$ cat src/rtl/keypad_scan_pkg.sv
// keypad_scan_pkg: shared definitions for the 4x3 keypad scanner.
//   - key index codes KEY_0..KEY_9, KEY_STAR, KEY_HASH (4-bit, 0-11)
//   - FSM state encoding and frame count classes
//   - fixed snapshot-position -> key-index map (position = row*3 + col)
package keypad_scan_pkg;

    typedef logic [3:0] key_idx_t;

    localparam key_idx_t KEY_0    = 4'd0;
    localparam key_idx_t KEY_1    = 4'd1;
    localparam key_idx_t KEY_2    = 4'd2;
    localparam key_idx_t KEY_3    = 4'd3;
    localparam key_idx_t KEY_4    = 4'd4;
    localparam key_idx_t KEY_5    = 4'd5;
    localparam key_idx_t KEY_6    = 4'd6;
    localparam key_idx_t KEY_7    = 4'd7;
    localparam key_idx_t KEY_8    = 4'd8;
    localparam key_idx_t KEY_9    = 4'd9;
    localparam key_idx_t KEY_STAR = 4'd10;
    localparam key_idx_t KEY_HASH = 4'd11;

    localparam int unsigned NUM_ROWS = 4;
    localparam int unsigned NUM_COLS = 3;
    localparam int unsigned NUM_KEYS = NUM_ROWS * NUM_COLS;

    typedef enum logic [1:0] {
        IDLE,
        DEBOUNCE,
        PRESSED,
        RELEASE
    } state_t;

    typedef enum logic [1:0] {
        CLS_NONE,
        CLS_SINGLE,
        CLS_MULTI
    } key_cls_t;

    // Snapshot position (row*3 + col) to key index.
    function automatic key_idx_t pos_to_key(input logic [3:0] pos);
        case (pos)
            4'd0:    return KEY_1;
            4'd1:    return KEY_2;
            4'd2:    return KEY_3;
            4'd3:    return KEY_4;
            4'd4:    return KEY_5;
            4'd5:    return KEY_6;
            4'd6:    return KEY_7;
            4'd7:    return KEY_8;
            4'd8:    return KEY_9;
            4'd9:    return KEY_STAR;
            4'd10:   return KEY_0;
            default: return KEY_HASH;
        endcase
    endfunction

endpackage

$ cat src/rtl/keypad_onehot_dec.sv
// keypad_onehot_dec: classifies a 12-bit key snapshot.
//   snap : input  [11:0] one bit per key position (row*3 + col), 1 = pressed
//   cls  : output        NONE / SINGLE / MULTI
//   key  : output [3:0]  key index of the lowest pressed position (valid for SINGLE)
module keypad_onehot_dec
    import keypad_scan_pkg::*;
(
    input  logic [11:0] snap,
    output key_cls_t    cls,
    output key_idx_t    key
);

    logic [3:0] ones;
    logic [3:0] pos;
    logic       found;

    always_comb begin
        ones  = '0;
        pos   = '0;
        found = 1'b0;
        for (int unsigned i = 0; i < NUM_KEYS; i++) begin
            if (snap[i]) begin
                ones = ones + 4'd1;
                if (!found) begin
                    pos   = 4'(i);
                    found = 1'b1;
                end
            end
        end

        if (ones == 4'd0)
            cls = CLS_NONE;
        else if (ones == 4'd1)
            cls = CLS_SINGLE;
        else
            cls = CLS_MULTI;

        key = pos_to_key(pos);
    end

endmodule

$ cat src/rtl/keypad_scan.sv
// keypad_scan: 4-row x 3-column matrix keypad front end.
//   clk       : input       system clock (1 kHz)
//   rst       : input       asynchronous reset, active low
//   key_row   : input  [3:0] keypad rows, active low, asynchronous
//   key_col   : output [2:0] column drive, active low, one bit low at a time
//   key_input : output [9:0] one-hot digit strobe, one clock wide
//   btn_done  : output       '#' strobe, one clock wide
//   key_held  : output       high while a key is accepted and not yet released
// Each column is driven for COL_CYCLES clocks; its rows are sampled on the last
// of them. A full frame is classified and fed to a debounce FSM that needs
// DEB_FRAMES identical single-key frames to accept and DEB_FRAMES empty frames
// to release.
module keypad_scan
    import keypad_scan_pkg::*;
#(
    parameter int unsigned COL_CYCLES = 4,
    parameter int unsigned DEB_FRAMES = 3
) (
    input  logic       clk,
    input  logic       rst,
    input  logic [3:0] key_row,
    output logic [2:0] key_col,
    output logic [9:0] key_input,
    output logic       btn_done,
    output logic       key_held
);

    localparam int unsigned SUB_W = $clog2(COL_CYCLES);
    localparam int unsigned CNT_W = $clog2(DEB_FRAMES + 1);

    logic [3:0]       row_s1, row_s2;
    logic [SUB_W-1:0] sub_cnt;
    logic [1:0]       col_idx;
    logic [11:0]      snap;
    logic [11:0]      frame;
    logic             col_last;
    logic             frame_eval;

    key_cls_t         cls;
    key_idx_t         key;

    state_t           state, state_nx;
    key_idx_t         cand, cand_nx;
    logic [CNT_W-1:0] cnt, cnt_nx, cnt_inc;
    logic             fire;

    assign col_last   = (sub_cnt == SUB_W'(COL_CYCLES - 1));
    assign frame_eval = col_last && (col_idx == 2'd2);

    // Two-flop row synchroniser; idle (all ones) out of reset.
    always_ff @(posedge clk or negedge rst) begin
        if (!rst) begin
            row_s1 <= '1;
            row_s2 <= '1;
        end else begin
            row_s1 <= key_row;
            row_s2 <= row_s1;
        end
    end

    // Column scan counters.
    always_ff @(posedge clk or negedge rst) begin
        if (!rst) begin
            sub_cnt <= '0;
            col_idx <= '0;
        end else if (col_last) begin
            sub_cnt <= '0;
            col_idx <= (col_idx == 2'd2) ? 2'd0 : col_idx + 2'd1;
        end else begin
            sub_cnt <= sub_cnt + SUB_W'(1);
        end
    end

    always_comb begin
        for (int unsigned c = 0; c < NUM_COLS; c++)
            key_col[c] = (col_idx != 2'(c));
    end

    // Snapshot with the current column's rows merged in, so evaluation on
    // the last cycle of column 2 sees the complete frame without waiting a clock.
    always_comb begin
        frame = snap;
        if (col_last) begin
            for (int unsigned r = 0; r < NUM_ROWS; r++)
                for (int unsigned c = 0; c < NUM_COLS; c++)
                    if (col_idx == 2'(c))
                        frame[r*NUM_COLS + c] = ~row_s2[r];
        end
    end

    always_ff @(posedge clk or negedge rst) begin
        if (!rst)
            snap <= '0;
        else if (col_last)
            snap <= frame;
    end

    keypad_onehot_dec u_dec (
        .snap (frame),
        .cls  (cls),
        .key  (key)
    );

    // Debounce FSM, advancing only on frame evaluation.
    assign cnt_inc = cnt + CNT_W'(1);

    always_comb begin
        state_nx = state;
        cand_nx  = cand;
        cnt_nx   = cnt;
        fire     = 1'b0;
        if (frame_eval) begin
            case (state)
                IDLE: begin
                    if (cls == CLS_SINGLE) begin
                        state_nx = DEBOUNCE;
                        cand_nx  = key;
                        cnt_nx   = CNT_W'(1);
                    end
                end
                DEBOUNCE: begin
                    if (cls == CLS_SINGLE) begin
                        if (key == cand) begin
                            if (cnt_inc == CNT_W'(DEB_FRAMES)) begin
                                fire     = 1'b1;
                                state_nx = PRESSED;
                            end else begin
                                cnt_nx = cnt_inc;
                            end
                        end else begin
                            cand_nx = key;
                            cnt_nx  = CNT_W'(1);
                        end
                    end else begin
                        state_nx = IDLE;
                    end
                end
                PRESSED: begin
                    if (cls == CLS_NONE) begin
                        state_nx = RELEASE;
                        cnt_nx   = CNT_W'(1);
                    end
                end
                RELEASE: begin
                    if (cls == CLS_NONE) begin
                        if (cnt_inc == CNT_W'(DEB_FRAMES))
                            state_nx = IDLE;
                        else
                            cnt_nx = cnt_inc;
                    end else begin
                        state_nx = PRESSED;
                    end
                end
                default: state_nx = IDLE;
            endcase
        end
    end

    always_ff @(posedge clk or negedge rst) begin
        if (!rst) begin
            state     <= IDLE;
            cand      <= KEY_0;
            cnt       <= '0;
            key_input <= '0;
            btn_done  <= 1'b0;
        end else begin
            state     <= state_nx;
            cand      <= cand_nx;
            cnt       <= cnt_nx;
            key_input <= (fire && (cand <= KEY_9)) ? (10'd1 << cand) : '0;
            btn_done  <= fire && (cand == KEY_HASH);
        end
    end

    assign key_held = (state == PRESSED) || (state == RELEASE);

endmodule

$ cat config.mk
export PLATFORM = sky130hd
export DESIGN_NAME = keypad_scan
export DESIGN_NICKNAME = d
export VERILOG_FILES = /design/src/rtl/keypad_scan_pkg.sv /design/src/rtl/keypad_onehot_dec.sv /design/src/rtl/keypad_scan.sv
export SDC_FILE = /design/constraint.sdc
export NUM_CORES = 1
export LEC_CHECK = 0
export BUFFER_PORTS_ARGS = -buffer_cell sky130_fd_sc_hd__buf_4
export CAP_MARGIN = 10
export CORE_MARGIN = 2
export CORE_UTILIZATION = 25
export DETAILED_ROUTE_END_ITERATION = 10
export PLACE_DENSITY_LB_ADDON = 0.1
export SYNTH_ARGS = -nofsm -noshare
export SYNTH_HDL_FRONTEND = slang
export SYNTH_SLANG_ARGS = --single-unit
$ cat constraint.sdc
create_clock -name clk -period 10.8 [get_ports clk]
set_input_delay 0.54 -clock clk [delete_from_list [all_inputs] [get_ports clk]]
set_output_delay 0.54 -clock clk [all_outputs]
set_load 0.02 [all_outputs]
Word level (Yosys, flattened, before mapping) --
Memories as Yosys holds them, arrays and structs flattened. Index checks and enable logic that the tools add are counted. W data, S select, Z words.
Word-level totals: flip-flop bits (word level) 43, memory bits (read-only) 64, input bits 6, output and inout bits 15, memories 1
Cells by class: add/subtract/negate cells 14, magnitude comparators 1, equal/unequal tests 21, shift operators 1, multiplexer cells 86, bitwise operators 4, reduce and logical (&&, ||, !) cells 13
Memory list:
- (no name shown) | depth 16, width 4, rd ports 1, clocked after memory_dff 0, write ports 0, line keypad_scan_pkg.sv:41 | case (pos)
Operators with widths (number):
- $mux W4 | 35
- $add A4 B1 Y4 const B | 10
- $mux W2 | 16
- $mux W1 | 30
- $pmux W2 S4 | 2
- $mux W12 | 1
- $ne A2 B2 Y1 const B | 6
- $eq A2 B2 Y1 const B | 5
- $mux W10 | 1
- $reduce_and A5 Y1 | 2
- $shl A1 B4 Y10 const A | 1
- $ne A3 B3 Y1 const B | 3
- $pmux W4 S2 | 1
- $add A2 B1 Y2 const B | 3
- $eq A2 B1 Y1 const B | 3
- $logic_not A2 Y1 | 3
- $reduce_and A6 Y1 | 1
- $eq A4 B1 Y1 const B | 1
- $eq A4 B4 Y1 | 1
- $eq A4 B4 Y1 const B | 1
- $le A4 B4 Y1 const B | 1
- $logic_not A4 Y1 | 1
- $not A1 Y1 | 4
- $reduce_bool A2 Y1 | 2
- other kinds (4) | 6

Depth between registers and ports, before layout --
depth in word-level cells 35, gate-level depth with buffers 42

Cells and area by module --
From an unflattened synthesis, not the netlist that was laid out.
Unflattened totals: cells, all modules 324, area total of the unflattened synthesis 3016.6 um2
Modules (own cells, without submodules):
- keypad_scan | times used 1, cells each 154, area an instance 1722.9 um2, sequential area each 1086.0 um2
- keypad_onehot_dec | times used 1, cells each 170, area an instance 1293.7 um2, sequential area each 0.0 um2

Worst setup path after synthesis --
OpenSTA, ideal clock, no wires.
path type register to register, start register col_idx[1], end register cand[1], setup time 0.128 ns, data arrival time 8.257 ns, data required time 10.672 ns, slack 2.416 ns, cell stages (with the launch flop) 37, path buffers 1, period minus slack after synthesis 8.384 ns, path through dfrtp_1 -> buf_6 -> nor3b_4 -> mux2_2 -> ha_1 -> o211a_1 -> or2_2 -> ha_1 -> inv_1 -> o211ai_1 -> o31ai_1 -> inv_1 -> ha_1 -> nand2_1 -> o21ai_0 -> ha_1 -> o2bb2ai_1 -> a21oi_1 -> ha_1 -> nand2_1 -> nand2_1 -> ha_1 -> mux2i_1 -> a221oi_1 -> ha_1 -> mux2_2 -> ha_1 -> mux2_2 -> ha_1 -> nand2_1 -> a21bo_2 -> ha_1 -> or4b_4 -> a21oi_4 -> nand3_2 -> a2111oi_2 -> mux2_1
Between the ends: word-level cells in the longest chain between the ends 32, elaborated cells on any way between the ends 88, those cells by class add/sub (11); eq/ne (8); mux (64); reduce/logical (4); memory (1)
RTL lines:
- start: declaration | line keypad_scan.sv:33 | logic [1:0] col_idx;
- start signal: assignment | line keypad_scan.sv:68 | col_idx <= (col_idx == 2'd2) ? 2'd0 : col_idx + 2'd1;
- $logic_not A2 Y1 (*) | line keypad_scan.sv:86 | if (col_idx == 2'(c))
- $mux W1 (*) | line keypad_scan.sv:86
- $mux W12 (*) | line keypad_scan.sv:83 | if (col_last) begin
- via frame[0] | line keypad_scan.sv:35 | logic [11:0] frame;
- $mux W1 | line keypad_onehot_dec.sv:22 | if (snap[i]) begin
- $add A1 B1 Y2 | line keypad_onehot_dec.sv:23 | ones = ones + 4'd1;
- $mux W4 | line keypad_onehot_dec.sv:22
- $add A4 B1 Y4 | line keypad_onehot_dec.sv:23
- (+17 left out)
- $add A4 B1 Y4 | line keypad_onehot_dec.sv:23
- $mux W4 | line keypad_onehot_dec.sv:22
- $eq A4 B1 Y1 | line keypad_onehot_dec.sv:33 | else if (ones == 4'd1)
- $mux W2 | line keypad_onehot_dec.sv:33
- $mux W2 | line keypad_onehot_dec.sv:31 | if (ones == 4'd0)
- $eq A2 B1 Y1 | line keypad_scan.sv:115, keypad_scan.sv:122
- $ne A2 B2 Y1 (no source line)
- $reduce_and A5 Y1 (no source line)
- end signal: assignment | line keypad_scan.sv:168 | cand <= cand_nx;
- end: declaration | line keypad_scan.sv:43 | key_idx_t cand, cand_nx;
Mark *: on every way through the listed nets, which the timed path passes. The rest lies on a longest branch. The select of a mux whose other input is x is not followed. A chain may end at the register's enable or synchronous reset.

Worst setup path after layout --
start register sub_cnt[0], end register key_input[0]
Between the ends: word-level cells in the longest chain between the ends 34, elaborated cells on any way between the ends 72, those cells by class add/sub (11); eq/ne (4); mux (53); reduce/logical (3); memory (1)
RTL lines:
- start: declaration | line keypad_scan.sv:32 | logic [SUB_W-1:0] sub_cnt;
- start signal: assignment | line keypad_scan.sv:70 | sub_cnt <= sub_cnt + SUB_W'(1);
- $eq A2 B2 Y1 (*) | line keypad_scan.sv:47 | assign col_last = (sub_cnt == SUB_W'(COL_CYCLES - 1));
- $mux W12 (*) | line keypad_scan.sv:83
- via frame[0] | line keypad_scan.sv:35
- $mux W1 | line keypad_onehot_dec.sv:22
- $add A1 B1 Y2 | line keypad_onehot_dec.sv:23
- $mux W4 | line keypad_onehot_dec.sv:22
- $add A4 B1 Y4 | line keypad_onehot_dec.sv:23
- $mux W4 | line keypad_onehot_dec.sv:22
- (+19 left out)
- $mux W2 | line keypad_onehot_dec.sv:33
- $mux W2 | line keypad_onehot_dec.sv:31
- $eq A2 B1 Y1 | line keypad_scan.sv:122 | if (cls == CLS_SINGLE) begin
- $mux W1 (*) | line keypad_scan.sv:122
- $mux W1 (*) | line keypad_scan.sv:113 | case (state)
- $mux W1 (*) | line keypad_scan.sv:112 | if (frame_eval) begin
- $logic_and A1 B1 Y1 (*) | line keypad_scan.sv:170 | key_input <= (fire && (cand <= KEY_9)) ? (10'd1 << cand) : '0;
- $mux W10 (*) | line keypad_scan.sv:170
- end signal: assignment | line keypad_scan.sv:170
- end: declaration | line keypad_scan.sv:23 | output logic [9:0] key_input,
Mark *: on every way through the listed nets, which the timed path passes. The rest lies on a longest branch.

==> run metrics <==
first-pass iteration count of the detailed router 4; count of input and output buffers 20; period utilisation layout about 87%; crit-path max cell delay between 500 and 600 ps; CP dominant cell by count ha_1; Final Max Slew Viols 0; status complete, no violations; Post-CTS Hold Buffers 0; Mapped Area approximately 0.0032 mm^2; Core Footprint ~0.013 mm^2; Starting Density about a quarter; largest net degree at the start of global routing 44; routed via count 2196; DPL Wire Length just over 5 mm; I/O Pins 21; CTS tree yes; critical path's slowest cell or4b_4; antenna cells 0; CTS Sinks 43; Die ar. roughly 0.014 mm^2; post-cts resize count 0; TritonCTS buffer count 5; Post-synth EDFFs 0; layout cells sized above 1 between 20% and 30%; Iteration-0 DRC Markers around 80; leading area contributor after synthesis dfrtp_1; post-synthesis simple-gate area fraction around a fifth; Hold Violations, Final 0; LEAKAGE about 1.6 nW; mux share of post-synthesis cell area between 8 and 9%; post-route ant nets 0; slew margin rel. about three fifths; GRT Residual Overflow 0; Crit. End Element register; slew at the pin closest to its max-slew limit ~620 ps; sequential-to-total area share from yosys stat roughly a third; skew final just over 5 ps; top post-synthesis cells by area dfrtp_1 (27%), ha_1 (7.3%), dfstp_2 (6.5%); post-synthesis compound-gate area fraction 12.5%; top post-synthesis cells by count dfrtp_1 (35), nand2_1 (21), inv_1 (20), ha_1 (19), xnor2_1 (17); Hold Crit Class in -> async; Layout Nets between 300 and 400; clock latency on the worst-skew pair between 200 and 300 ps; routed len/inst ~14 um; Cell Pwr Density around 180 mW/mm^2; CP Class reg -> reg; XOR/XNOR share of the synthesized area 13.3%; Synth top area share a little over a quarter; row cnt about 40; gpl congestion between 0.7 and 0.8; synthesized area per cell approximately 11 um^2; setup bufs post-CTS 0; Die X between 100 and 150 um; Pwr Total 658 uW; first-pass GRT wire length between 10 and 15 mm; Max VDD drop 0.0684 mV; Max Root-Sink Buffers 2; Clock H-tree levels 2; vias per std cell between 4 and 5; ys async rst share 100%; initial antenna violation count 0; Max-cap violations 0; largest family of logic cells by synthesized area simple AND/OR/NAND/NOR gates; Synth Warn # 0; Max Clk Rate ~0.11 GHz; Synth Net Count 325; DRC 0; Crit path max-delay family adder cells; Yosys cell types 74; vias in the first global route about 2200; Yosys reg bits 43; Critical Path RT about 11000 ps; Root Buffer clkbuf_16; worst path bufs/invs 2; ys flop type dfrtp_1; crit start category register; Mapped Cells 300; Die Ht 118 um; RSZ-0062 raised after global routing no; final wirelength just over 7 mm; min cycle time layout around 9400 ps; most common cell in the synthesized netlist dfrtp_1; Post-Synth Adder-Cell Area 7.35%; Layout area overhead 14.5%; GRT Overall Usage a little over a tenth; setup TNS 0 ps; final setup vio count 0; crit path max fanout 11; Worst-path clk slew approximately 60 ps; Worst EP arrival around 9600 ps
report_power, final:
part	total [mW]	leakage [nW]	switching (mW)	internal (mW)
Combinational	0.291	0.972	0.161	0.130
Sequential	0.192	0.537	0.0190	0.173
Clock	0.176	0.0838	0.0668	0.109
Total	0.658	1.59	0.247	0.412
flip-flops by register name, indices dropped and copies added, names as in the netlist:
signal and count:
cnt 2, snap 12, col_idx 2, btn_done 1
cand 4, row_s2 4, key_input 10, row_s1 4
sub_cnt 2, state 2
final timing paths:
path	to	slack [ps]	start	cells past startpoint
worst max-delay path	key_input[0]$_DFF_PN0_	1390	sub_cnt[0]$_DFF_PN0_	36
worst min-delay path	snap[9]$_DFFE_PN0N_	260	rst	1
worst max register to register	key_input[0]$_DFF_PN0_	1390	sub_cnt[0]$_DFF_PN0_	36
worst min register to register	row_s2[3]$_DFF_PN1_	360	row_s1[3]$_DFF_PN1_	0
max in group asynchronous	col_idx[0]$_DFFE_PN0N_	10130	rst	1
min in group clk	row_s1[0]$_DFF_PN1_	350	key_row[0]	1
through the flow:
stage	instances	setup slack [ps]	util, %	instance area (um^2)	hold WS, ps
2_1_floorplan	300	2420	-	3240	244
3_3_place_gp	482	1460	28.0	3540	346
3_5_place_dp	482	1310	28.0	3540	347
4_1_cts	490	1270	29.4	3700	276
5_1_grt	490	591	29.4	3700	303
6_report	490	1390	29.4	3700	258
final cells by class:
type | instances | area (um^2)
Clock buffer | 5 | 125
Clock inverter | 3 | 43.8
Fill cell | 1373 | 8910
Inverter | 23 | 86.3
Multi-Input combinational cell | 223 | 1990
Sequential cell | 43 | 1090
Tap cell | 172 | 215
Timing Repair Buffer | 21 | 158
metal layers:
| metal | routed length (um) | share of wire, % | GRT usage [%] | vias up |
|---|---|---|---|---|
| met2 | 3080 | 44 | 15.7 | 31 |
| met1 | 3600 | 51 | 15.1 | 1051 |
| li1 | - | - | - | 1104 |
| met5 | 0 | 0 | 0 | - |
| met3 | 257 | 3.7 | 2.23 | 10 |
| met4 | 104 | 1.5 | 3.46 | 0 |
placed cells by master (no fill, tap or decap), drive strengths merged, types with 2 or more instances in the layout:
cell type / count
a211oi: 5
a21oi: 11
a31oi: 2
a41oi: 2
and2: 2
and3: 4
buf: 21
clkbuf: 5
clkinv: 2
dfrtp: 35
dfstp: 8
ha: 19
inv: 23
mux2: 11
mux2i: 10
nand2: 21
nand2b: 6
nand3: 5
nand3b: 6
nand4: 2
nand4bb: 2
nor2: 13
nor2b: 3
nor3: 7
nor3b: 7
nor4: 10
o211ai: 6
o21ai: 10
o22ai: 2
or2: 3
xnor2: 23
xnor3: 2
xor2: 9
kinds of logic after synthesis:
group | count (synthesis)
xor+xnor | 34
mux | 21
fa+ha+maj | 19
buf+inv | 34
compound gates | 52
flops | 43
simple gates | 97
No activity file was read; power rests on OpenSTA's default activity.
